`src/rtl/cndm_micro_pkg.sv`:
```
// Shared definitions for the Corundum-micro DMA statistics block:
// register index constants and the register-select enum.
package cndm_micro_pkg;

  localparam logic [3:0] CNDM_DMA_STAT_RD_OP_START = 4'd0;
  localparam logic [3:0] CNDM_DMA_STAT_RD_OP_DONE  = 4'd1;
  localparam logic [3:0] CNDM_DMA_STAT_RD_OP_ERR   = 4'd2;
  localparam logic [3:0] CNDM_DMA_STAT_RD_REQ      = 4'd3;
  localparam logic [3:0] CNDM_DMA_STAT_RD_BYTES    = 4'd4;
  localparam logic [3:0] CNDM_DMA_STAT_RD_TIMEOUT  = 4'd5;
  localparam logic [3:0] CNDM_DMA_STAT_RD_STALL    = 4'd6;
  localparam logic [3:0] CNDM_DMA_STAT_RD_INFLIGHT = 4'd7;
  localparam logic [3:0] CNDM_DMA_STAT_WR_OP_START = 4'd8;
  localparam logic [3:0] CNDM_DMA_STAT_WR_OP_DONE  = 4'd9;
  localparam logic [3:0] CNDM_DMA_STAT_WR_OP_ERR   = 4'd10;
  localparam logic [3:0] CNDM_DMA_STAT_WR_REQ      = 4'd11;
  localparam logic [3:0] CNDM_DMA_STAT_WR_BYTES    = 4'd12;
  localparam logic [3:0] CNDM_DMA_STAT_WR_STALL    = 4'd13;
  localparam logic [3:0] CNDM_DMA_STAT_WR_INFLIGHT = 4'd14;
  localparam logic [3:0] CNDM_DMA_STAT_PEAK        = 4'd15;

  typedef enum logic [3:0] {
    STAT_RD_OP_START = CNDM_DMA_STAT_RD_OP_START,
    STAT_RD_OP_DONE  = CNDM_DMA_STAT_RD_OP_DONE,
    STAT_RD_OP_ERR   = CNDM_DMA_STAT_RD_OP_ERR,
    STAT_RD_REQ      = CNDM_DMA_STAT_RD_REQ,
    STAT_RD_BYTES    = CNDM_DMA_STAT_RD_BYTES,
    STAT_RD_TIMEOUT  = CNDM_DMA_STAT_RD_TIMEOUT,
    STAT_RD_STALL    = CNDM_DMA_STAT_RD_STALL,
    STAT_RD_INFLIGHT = CNDM_DMA_STAT_RD_INFLIGHT,
    STAT_WR_OP_START = CNDM_DMA_STAT_WR_OP_START,
    STAT_WR_OP_DONE  = CNDM_DMA_STAT_WR_OP_DONE,
    STAT_WR_OP_ERR   = CNDM_DMA_STAT_WR_OP_ERR,
    STAT_WR_REQ      = CNDM_DMA_STAT_WR_REQ,
    STAT_WR_BYTES    = CNDM_DMA_STAT_WR_BYTES,
    STAT_WR_STALL    = CNDM_DMA_STAT_WR_STALL,
    STAT_WR_INFLIGHT = CNDM_DMA_STAT_WR_INFLIGHT,
    STAT_PEAK        = CNDM_DMA_STAT_PEAK
  } stat_reg_t;

endpackage

```
`src/rtl/cndm_micro_stat_ctr.sv`:
```
// One statistics counter. SAT=0: wrapping accumulator (value + inc - dec).
// SAT=1: in-flight style counter that floors at zero and holds at all-ones.
// clr zeroes the old value before this cycle's increment is applied, so a
// same-cycle event survives a clear.
module cndm_micro_stat_ctr
  import cndm_micro_pkg::*;
#(
  parameter int W   = 32,
  parameter bit SAT = 1'b0
) (
  input  logic         clk,
  input  logic         rst,
  input  logic [W-1:0] inc,
  input  logic         dec,
  input  logic         clr,
  output logic [W-1:0] cnt,
  output logic [W-1:0] nxt
);

  logic [W-1:0] cnt_r;
  logic [W-1:0] base_s;

  // Starting point for this cycle: zero when cleared, else the held value
  always_comb begin
    if (clr) begin
      base_s = '0;
    end else begin
      base_s = cnt_r;
    end
  end

  if (SAT) begin : g_sat
    localparam logic [W:0] ONE_WIDE = {{W{1'b0}}, 1'b1};
    logic [W:0] up_s;
    logic [W:0] dn_s;

    // Up/down with floor at zero and ceiling at all-ones (carry bit = overflow)
    always_comb begin
      up_s = {1'b0, base_s} + {1'b0, inc};
      if (dec && (up_s != '0)) begin
        dn_s = up_s - ONE_WIDE;
      end else begin
        dn_s = up_s;
      end
      if (dn_s[W]) begin
        nxt = '1;
      end else begin
        nxt = dn_s[W-1:0];
      end
    end
  end else begin : g_wrap
    // Plain modulo-2^W accumulation
    always_comb begin
      nxt = base_s + inc - W'(dec);
    end
  end

  // Counter state register
  always_ff @(posedge clk) begin
    if (rst) begin
      cnt_r <= '0;
    end else begin
      cnt_r <= nxt;
    end
  end

  assign cnt = cnt_r;

endmodule

```
`src/rtl/cndm_micro_dma_stats.sv`:
```
// DMA statistics collector for the Corundum-micro PCIe core. Turns the
// per-cycle stat pulses/levels of the DMA interface into sixteen 32-bit
// registers readable through a one-cycle-latency port, with optional
// clear-on-read and a global clear that preserves in-flight accounting.
module cndm_micro_dma_stats
  import cndm_micro_pkg::*;
#(
  parameter int RD_OP_TAG_W = 6,
  parameter int WR_OP_TAG_W = 5,
  parameter int PCIE_TAG_W  = 6,
  parameter int CNT_W       = 32,
  parameter bit CLR_ON_RD   = 1'b0
) (
  input  logic        clk,
  input  logic        rst,
  input  logic        stat_rd_op_start_valid,
  input  logic        stat_rd_op_finish_valid,
  input  logic [3:0]  stat_rd_op_finish_status,
  input  logic        stat_rd_req_start_valid,
  input  logic [12:0] stat_rd_req_start_len,
  input  logic        stat_rd_req_finish_valid,
  input  logic        stat_rd_req_timeout,
  input  logic        stat_rd_op_tbl_full,
  input  logic        stat_rd_no_tags,
  input  logic        stat_rd_tx_limit,
  input  logic        stat_rd_tx_stall,
  input  logic        stat_wr_op_start_valid,
  input  logic        stat_wr_op_finish_valid,
  input  logic [3:0]  stat_wr_op_finish_status,
  input  logic        stat_wr_req_start_valid,
  input  logic [12:0] stat_wr_req_start_len,
  input  logic        stat_wr_req_finish_valid,
  input  logic        stat_wr_op_tbl_full,
  input  logic        stat_wr_tx_limit,
  input  logic        stat_wr_tx_stall,
  input  logic        clr,
  input  logic        reg_rd_en,
  input  logic [3:0]  reg_rd_addr,
  output logic [31:0] reg_rd_data,
  output logic        reg_rd_ack
);

  localparam int RD_IF_W = PCIE_TAG_W + 1;
  localparam int WR_IF_W = WR_OP_TAG_W + 1;
  localparam int RD_N    = 7;   // plain read-side counters, indices 0..6
  localparam int WR_N    = 6;   // plain write-side counters, indices 8..13

  // Peak fields are 16 bits wide and counters are at most 32 bits wide
  if ((CNT_W < 1) || (CNT_W > 32) || (RD_OP_TAG_W < 1) ||
      (RD_IF_W > 16) || (WR_IF_W > 16)) begin : g_bad_param
    $error("cndm_micro_dma_stats: unsupported parameter set");
  end

  logic [CNT_W-1:0]   rd_inc_s [0:RD_N-1];
  logic [CNT_W-1:0]   wr_inc_s [0:WR_N-1];
  logic [CNT_W-1:0]   rd_cnt_s [0:RD_N-1];
  logic [CNT_W-1:0]   wr_cnt_s [0:WR_N-1];
  logic [CNT_W-1:0]   rd_nxt_unused_s [0:RD_N-1];
  logic [CNT_W-1:0]   wr_nxt_unused_s [0:WR_N-1];
  logic [RD_N-1:0]    rd_clr_s;
  logic [WR_N-1:0]    wr_clr_s;
  logic               rd_stall_s;
  logic               wr_stall_s;

  logic [RD_IF_W-1:0] rd_if_cnt_s;
  logic [RD_IF_W-1:0] rd_if_nxt_s;
  logic [WR_IF_W-1:0] wr_if_cnt_s;
  logic [WR_IF_W-1:0] wr_if_nxt_s;

  logic               peak_clr_s;
  logic [RD_IF_W-1:0] rd_peak_r;
  logic [RD_IF_W-1:0] rd_peak_base_s;
  logic [RD_IF_W-1:0] rd_peak_nxt_s;
  logic [WR_IF_W-1:0] wr_peak_r;
  logic [WR_IF_W-1:0] wr_peak_base_s;
  logic [WR_IF_W-1:0] wr_peak_nxt_s;

  stat_reg_t          sel_s;
  logic [31:0]        rd_mux_s;

  // Per-cycle increment for every plain counter (stall counts once per cycle)
  always_comb begin
    rd_stall_s  = stat_rd_op_tbl_full | stat_rd_no_tags | stat_rd_tx_limit | stat_rd_tx_stall;
    wr_stall_s  = stat_wr_op_tbl_full | stat_wr_tx_limit | stat_wr_tx_stall;
    rd_inc_s[0] = CNT_W'(stat_rd_op_start_valid);
    rd_inc_s[1] = CNT_W'(stat_rd_op_finish_valid);
    rd_inc_s[2] = CNT_W'(stat_rd_op_finish_valid && (stat_rd_op_finish_status != 4'd0));
    rd_inc_s[3] = CNT_W'(stat_rd_req_start_valid);
    if (stat_rd_req_start_valid) begin
      rd_inc_s[4] = CNT_W'(stat_rd_req_start_len);
    end else begin
      rd_inc_s[4] = '0;
    end
    rd_inc_s[5] = CNT_W'(stat_rd_req_timeout);
    rd_inc_s[6] = CNT_W'(rd_stall_s);
    wr_inc_s[0] = CNT_W'(stat_wr_op_start_valid);
    wr_inc_s[1] = CNT_W'(stat_wr_op_finish_valid);
    wr_inc_s[2] = CNT_W'(stat_wr_op_finish_valid && (stat_wr_op_finish_status != 4'd0));
    wr_inc_s[3] = CNT_W'(stat_wr_req_start_valid);
    if (stat_wr_req_start_valid) begin
      wr_inc_s[4] = CNT_W'(stat_wr_req_start_len);
    end else begin
      wr_inc_s[4] = '0;
    end
    wr_inc_s[5] = CNT_W'(wr_stall_s);
  end

  // Clear request per counter: global clr or an accepted clear-on-read hit
  always_comb begin
    for (int k = 0; k < RD_N; k++) begin
      rd_clr_s[k] = clr | (CLR_ON_RD & reg_rd_en & (reg_rd_addr == 4'(k)));
    end
    for (int k = 0; k < WR_N; k++) begin
      wr_clr_s[k] = clr | (CLR_ON_RD & reg_rd_en & (reg_rd_addr == 4'(k + 8)));
    end
    peak_clr_s = clr | (CLR_ON_RD & reg_rd_en & (reg_rd_addr == CNDM_DMA_STAT_PEAK));
  end

  for (genvar k = 0; k < RD_N; k++) begin : g_rd_ctr
    cndm_micro_stat_ctr #(.W(CNT_W), .SAT(1'b0)) u_ctr (
      .clk (clk),
      .rst (rst),
      .inc (rd_inc_s[k]),
      .dec (1'b0),
      .clr (rd_clr_s[k]),
      .cnt (rd_cnt_s[k]),
      .nxt (rd_nxt_unused_s[k])
    );
  end

  for (genvar k = 0; k < WR_N; k++) begin : g_wr_ctr
    cndm_micro_stat_ctr #(.W(CNT_W), .SAT(1'b0)) u_ctr (
      .clk (clk),
      .rst (rst),
      .inc (wr_inc_s[k]),
      .dec (1'b0),
      .clr (wr_clr_s[k]),
      .cnt (wr_cnt_s[k]),
      .nxt (wr_nxt_unused_s[k])
    );
  end

  // In-flight TLP counters are never cleared except by rst
  cndm_micro_stat_ctr #(.W(RD_IF_W), .SAT(1'b1)) u_rd_inflight (
    .clk (clk),
    .rst (rst),
    .inc (RD_IF_W'(stat_rd_req_start_valid)),
    .dec (stat_rd_req_finish_valid),
    .clr (1'b0),
    .cnt (rd_if_cnt_s),
    .nxt (rd_if_nxt_s)
  );

  cndm_micro_stat_ctr #(.W(WR_IF_W), .SAT(1'b1)) u_wr_inflight (
    .clk (clk),
    .rst (rst),
    .inc (WR_IF_W'(stat_wr_req_start_valid)),
    .dec (stat_wr_req_finish_valid),
    .clr (1'b0),
    .cnt (wr_if_cnt_s),
    .nxt (wr_if_nxt_s)
  );

  // Peak tracking: a clear rebases on the current in-flight value, then the
  // next in-flight value raises it if larger
  always_comb begin
    if (peak_clr_s) begin
      rd_peak_base_s = rd_if_cnt_s;
      wr_peak_base_s = wr_if_cnt_s;
    end else begin
      rd_peak_base_s = rd_peak_r;
      wr_peak_base_s = wr_peak_r;
    end
    if (rd_if_nxt_s > rd_peak_base_s) begin
      rd_peak_nxt_s = rd_if_nxt_s;
    end else begin
      rd_peak_nxt_s = rd_peak_base_s;
    end
    if (wr_if_nxt_s > wr_peak_base_s) begin
      wr_peak_nxt_s = wr_if_nxt_s;
    end else begin
      wr_peak_nxt_s = wr_peak_base_s;
    end
  end

  // Peak registers
  always_ff @(posedge clk) begin
    if (rst) begin
      rd_peak_r <= '0;
      wr_peak_r <= '0;
    end else begin
      rd_peak_r <= rd_peak_nxt_s;
      wr_peak_r <= wr_peak_nxt_s;
    end
  end

  assign sel_s = stat_reg_t'(reg_rd_addr);

  // Read mux over pre-update register values, zero-extended to 32 bits
  always_comb begin
    rd_mux_s = 32'd0;
    case (sel_s)
      STAT_RD_OP_START: rd_mux_s = 32'(rd_cnt_s[0]);
      STAT_RD_OP_DONE:  rd_mux_s = 32'(rd_cnt_s[1]);
      STAT_RD_OP_ERR:   rd_mux_s = 32'(rd_cnt_s[2]);
      STAT_RD_REQ:      rd_mux_s = 32'(rd_cnt_s[3]);
      STAT_RD_BYTES:    rd_mux_s = 32'(rd_cnt_s[4]);
      STAT_RD_TIMEOUT:  rd_mux_s = 32'(rd_cnt_s[5]);
      STAT_RD_STALL:    rd_mux_s = 32'(rd_cnt_s[6]);
      STAT_RD_INFLIGHT: rd_mux_s = 32'(rd_if_cnt_s);
      STAT_WR_OP_START: rd_mux_s = 32'(wr_cnt_s[0]);
      STAT_WR_OP_DONE:  rd_mux_s = 32'(wr_cnt_s[1]);
      STAT_WR_OP_ERR:   rd_mux_s = 32'(wr_cnt_s[2]);
      STAT_WR_REQ:      rd_mux_s = 32'(wr_cnt_s[3]);
      STAT_WR_BYTES:    rd_mux_s = 32'(wr_cnt_s[4]);
      STAT_WR_STALL:    rd_mux_s = 32'(wr_cnt_s[5]);
      STAT_WR_INFLIGHT: rd_mux_s = 32'(wr_if_cnt_s);
      STAT_PEAK:        rd_mux_s = {16'(wr_peak_r), 16'(rd_peak_r)};
      default:          rd_mux_s = 32'd0;
    endcase
  end

  // Registered read response; a read coinciding with rst is dropped
  always_ff @(posedge clk) begin
    if (rst) begin
      reg_rd_ack  <= 1'b0;
      reg_rd_data <= 32'd0;
    end else begin
      reg_rd_ack <= reg_rd_en;
      if (reg_rd_en) begin
        reg_rd_data <= rd_mux_s;
      end else begin
        reg_rd_data <= reg_rd_data;
      end
    end
  end

endmodule

```
`config.mk`:
```
export PLATFORM = sky130hd
export DESIGN_NAME = cndm_micro_dma_stats
export DESIGN_NICKNAME = d
export VERILOG_FILES = /design/src/rtl/cndm_micro_pkg.sv /design/src/rtl/cndm_micro_stat_ctr.sv /design/src/rtl/cndm_micro_dma_stats.sv
export SDC_FILE = /design/constraint.sdc
export NUM_CORES = 1
export LEC_CHECK = 0
export BUFFER_PORTS_ARGS = -buffer_cell sky130_fd_sc_hd__buf_2
export CAP_MARGIN = 20
export CORE_MARGIN = 2
export CORE_UTILIZATION = 56
export CTS_CLUSTER_DIAMETER = 50
export CTS_CLUSTER_SIZE = 12
export DETAILED_ROUTE_END_ITERATION = 8
export GPL_ROUTABILITY_DRIVEN = 0
export PLACE_DENSITY_LB_ADDON = 0.05
export SYNTH_ARGS = -nofsm -noshare
export SYNTH_HDL_FRONTEND = slang
export SYNTH_SLANG_ARGS = --single-unit
```
`constraint.sdc`:
```
create_clock -name clk -period 3.8 [get_ports clk]
set_clock_uncertainty 0.05 [all_clocks]
set_input_delay 0.57 -clock clk [delete_from_list [all_inputs] [get_ports clk]]
set_output_delay 0.57 -clock clk [all_outputs]
set_load 0.05 [all_outputs]
```
==> impl_results.md <==
- Status: completed
- Layout cell share with drive strength beyond 1: 12.0%
- Synth top area share: 36.2%
- Vias: about 26000
- Area occupied by multi-input gates: 16000 um2
- H-tree Lvls: 2
- Storage element area: 9510 um2
- Seq cells post-synth: 475
- TNS Setup: 0 ps
- Fin crit share: 96.6%
- Tot GR Track Use: 38.8%
- Post-route DRC violation count: 0
- Pwr Density: 465 nW/um2
- Relative slew margins: 17.7%
- Slowest stage delay, CP: 420 ps
- Vias per inst: 6.52
- FMAX: 273 MHz
- Critical path class: flop to flop
- Area contributors post-synth: dfxtp_1 (36%), xnor2_1 (6.4%), nor2_1 (6.1%)
- Total CTS buffers: 53
- Yosys warns: 0
- First-pass GRT wire length: about 140000 um
- MaxCap Viol Count: 0
- Final Critical Period: 3670 ps
- Worst VDD drop: 0.565 mV
- Worst setup EP type: flop
- Post-synth EDFFs: 0
- Fillers: 4010
- CTS max path bufs: 3
- Core Util, Final: between 60% and 70%
- Root buf cell: clkbuf_16
- Mapped Area: 26200 um2
- Post-route ant nets: 0
- DRT Wirelength: 94900 um
- Pint: 9.53 mW
- Slowest-stage cell, CP: a2111o_1
- Worst slew pin tran: 1230 ps
- Mean Syn Cell Area: roughly 8 um2
- Initial core utilization: 56.6%
- Gr ovfl total: 0
- Clock share of power: 37.1%
- Largest area contributor in the netlist: dfxtp_1
- Final Hold Fails: 0
- Starting DRT DRC Count: a little under 3000
- Required @ worst endpoint: 4290 ps
- Row count: 79
- Drt wl/cell: 24.1 um
- Setup violators final: 0
- Core Area: 46400 um2
- Total power: 13.8 mW
- HP Class: input port to flop
- Port Buffers: 90
- Async S/R FF share, synth: 0%
- DPL Wire Length: 70200 um
- Clk slew on worst S/H paths: 60 ps
- DRT Pass-1 Iters: 8
- Sequential share of power: 39.4%
- Syn nets: 3322
- Initial antenna violation count: 0
- Synth unique cells: 84
- Sequential share of the synthesized area: 36.2%
- Lkg Pwr: between 10 and 15 nW
- Vias in the first global route: 23900
- Die Ht: 220 um
- Io pins: 91
- Area Overhead vs Synth: 13.1%
- N_diodes: 0
- Worst path cell trace: ha_4 > ha_1 > nand2_1 > o21ai_0 > buf_4 > a22oi_1 > a2111o_1 > a31oi_1 > ha_1 > nand4_1 > o22a_1 > o31ai_2 > buf_4 > a21oi_1 > a21boi_0
- Nets: around 3400
- Switching power: 4.29 mW
- Clk sinks: 475
- Part of the power in combinational logic: 23.5%
- Crit path launch type: flop
- Post-synth top flop: dfxtp_1
- Cells after Synth: 3193
- Sw Ratio: around 31%
- Final slew viol count: 0
- WP data arrival: 4160 ps
- Latest clock arrival within the worst-skew pair: approximately 630 ps
- Largest net degree at the start of global routing: 91
- Max Fanout on Critical Path: 6
- CTS tree: built
- Die X: 220 um
- Die Outline Area: 48600 um2
path summary, 6_finish.rpt:
check / start / to / slack, ps / cells past startpoint
worst max-delay path: u_wr_inflight.cnt[0] / wr_peak_r[2] / 130 / 15
worst min-delay path: stat_rd_req_timeout / g_rd_ctr[5].u_ctr.cnt[0] / 260 / 3
worst max register to register: u_wr_inflight.cnt[0] / wr_peak_r[2] / 130 / 15
worst min register to register: reg_rd_data[5] / reg_rd_data[5] / 420 / 2
cell families (layout without fill, tap and decap cells):
group	count (synthesis)	after routing	share of synthesized area, %
compound gates	548	548	14.5
flops	475	475	36.2
xor+xnor	311	311	10.4
simple gates	1500	1500	29.5
fa+ha+maj	71	71	3.44
buf+inv	228	365	3.40
mux	60	60	2.57
power by group through the flow:
| stage | registers (mW) | clock network (mW) | logic, mW |
|---|---|---|---|
| final | 5.44 | 5.13 | 3.24 |
| after global routing | 5.44 | 5.37 | 3.55 |
| after CTS | 5.42 | 5.15 | 3.05 |
| after detailed placement | 5.53 | 0 | 3.04 |
| after global placement | 5.52 | 0 | 2.91 |
| after floorplan | 5.38 | 0 | 2.03 |
per-stage QoR:
stage	std cells	hold WS, ps	area [um2]	setup WS, ps
2_1_floorplan	3193	394	26300	9.22
3_3_place_gp	3849	403	27900	-123
3_5_place_dp	3849	408	27900	-217
4_1_cts	3936	246	29600	107
5_1_grt	3937	277	29700	-41.6
6_report	3937	257	29700	131
cells in the mapped netlist, types with 45 or more instances:
library cell and instances:
nor3_1 73, xnor2_1 193, nand3_1 160, clkbuf_1 124
a22oi_1 75, inv_1 65, ha_1 69, or3_1 68
nor2b_1 153, nand2_1 254, nand4_1 112, dfxtp_1 475
o21ai_0 105, and2_1 45, xor2_1 118, and3_1 51
nor2_1 423, a21oi_1 124
area by class of cell:
type	instances	share of cell area (%)
well taps	607	2.56
clock inverters	17	0.658
flip-flops and latches	475	32.0
multi-input cells	2490	54.0
repair buffers	210	4.86
inverters	68	0.864
clock buffers	70	5.02
layout by cell type (no fill, tap or decap), types with 12 or more instances in the layout:
master and instances:
a211oi_1 16, a21o_1 12, a21oi_1 122, a221oi_1 25, a222oi_1 21, a22o_1 24
a22oi_1 75, and2_1 45, and3_1 51, and4_1 19, and4b_1 13, buf_2 88
buf_4 114, clkbuf_16 53, dfxtp_1 474, ha_1 65, inv_1 63, mux2_2 28
mux2i_1 28, nand2_1 253, nand2b_1 20, nand3_1 160, nand3b_1 16, nand4_1 112
nor2_1 421, nor2b_1 153, nor3_1 68, nor4_1 26, o2111ai_1 13, o21ai_0 102
o221a_2 15, or3_1 68, xnor2_1 192, xor2_1 118
worst max-delay path: cells and delay by family, from the launching register on:
family | cells | cell delay [ps]
AO/OA/AOI/OAI | 8 | 1710
adder cells (fa/ha/maj) | 3 | 780
buffers and inverters | 2 | 350
flip-flops | 1 | 400
AND/OR/NAND/NOR | 2 | 270
registers in the layout, indices dropped and copies added, names as in the netlist:
name / count
g_rd_ctr.u_ctr.cnt: 224
g_wr_ctr.u_ctr.cnt: 192
rd_peak_r: 7
reg_rd_ack: 1
reg_rd_data: 32
u_rd_inflight.cnt: 7
u_wr_inflight.cnt: 6
wr_peak_r: 6
per-layer routing:
| layer | wire [um] | GRT usage (%) | up-vias | part of all wire (%) |
|---|---|---|---|---|
| li1 | - | - | 11600 | - |
| met1 | 36600 | 47.9 | 12300 | 39 |
| met2 | 41000 | 59.5 | 1396 | 43 |
| met3 | 9110 | 8.47 | 375 | 9.6 |
| met4 | 8240 | 28.6 | 0 | 8.7 |
| met5 | 0 | 0 | - | 0 |
timing repair:
action / in CTS / in global routing
setup endpoints to repair: 0 / 12
hold buffers: 0 / 0
gates resized for setup: 0 / 15
buffers inserted: 0 / 1
Note: power is estimated with default switching activity, not from simulation.
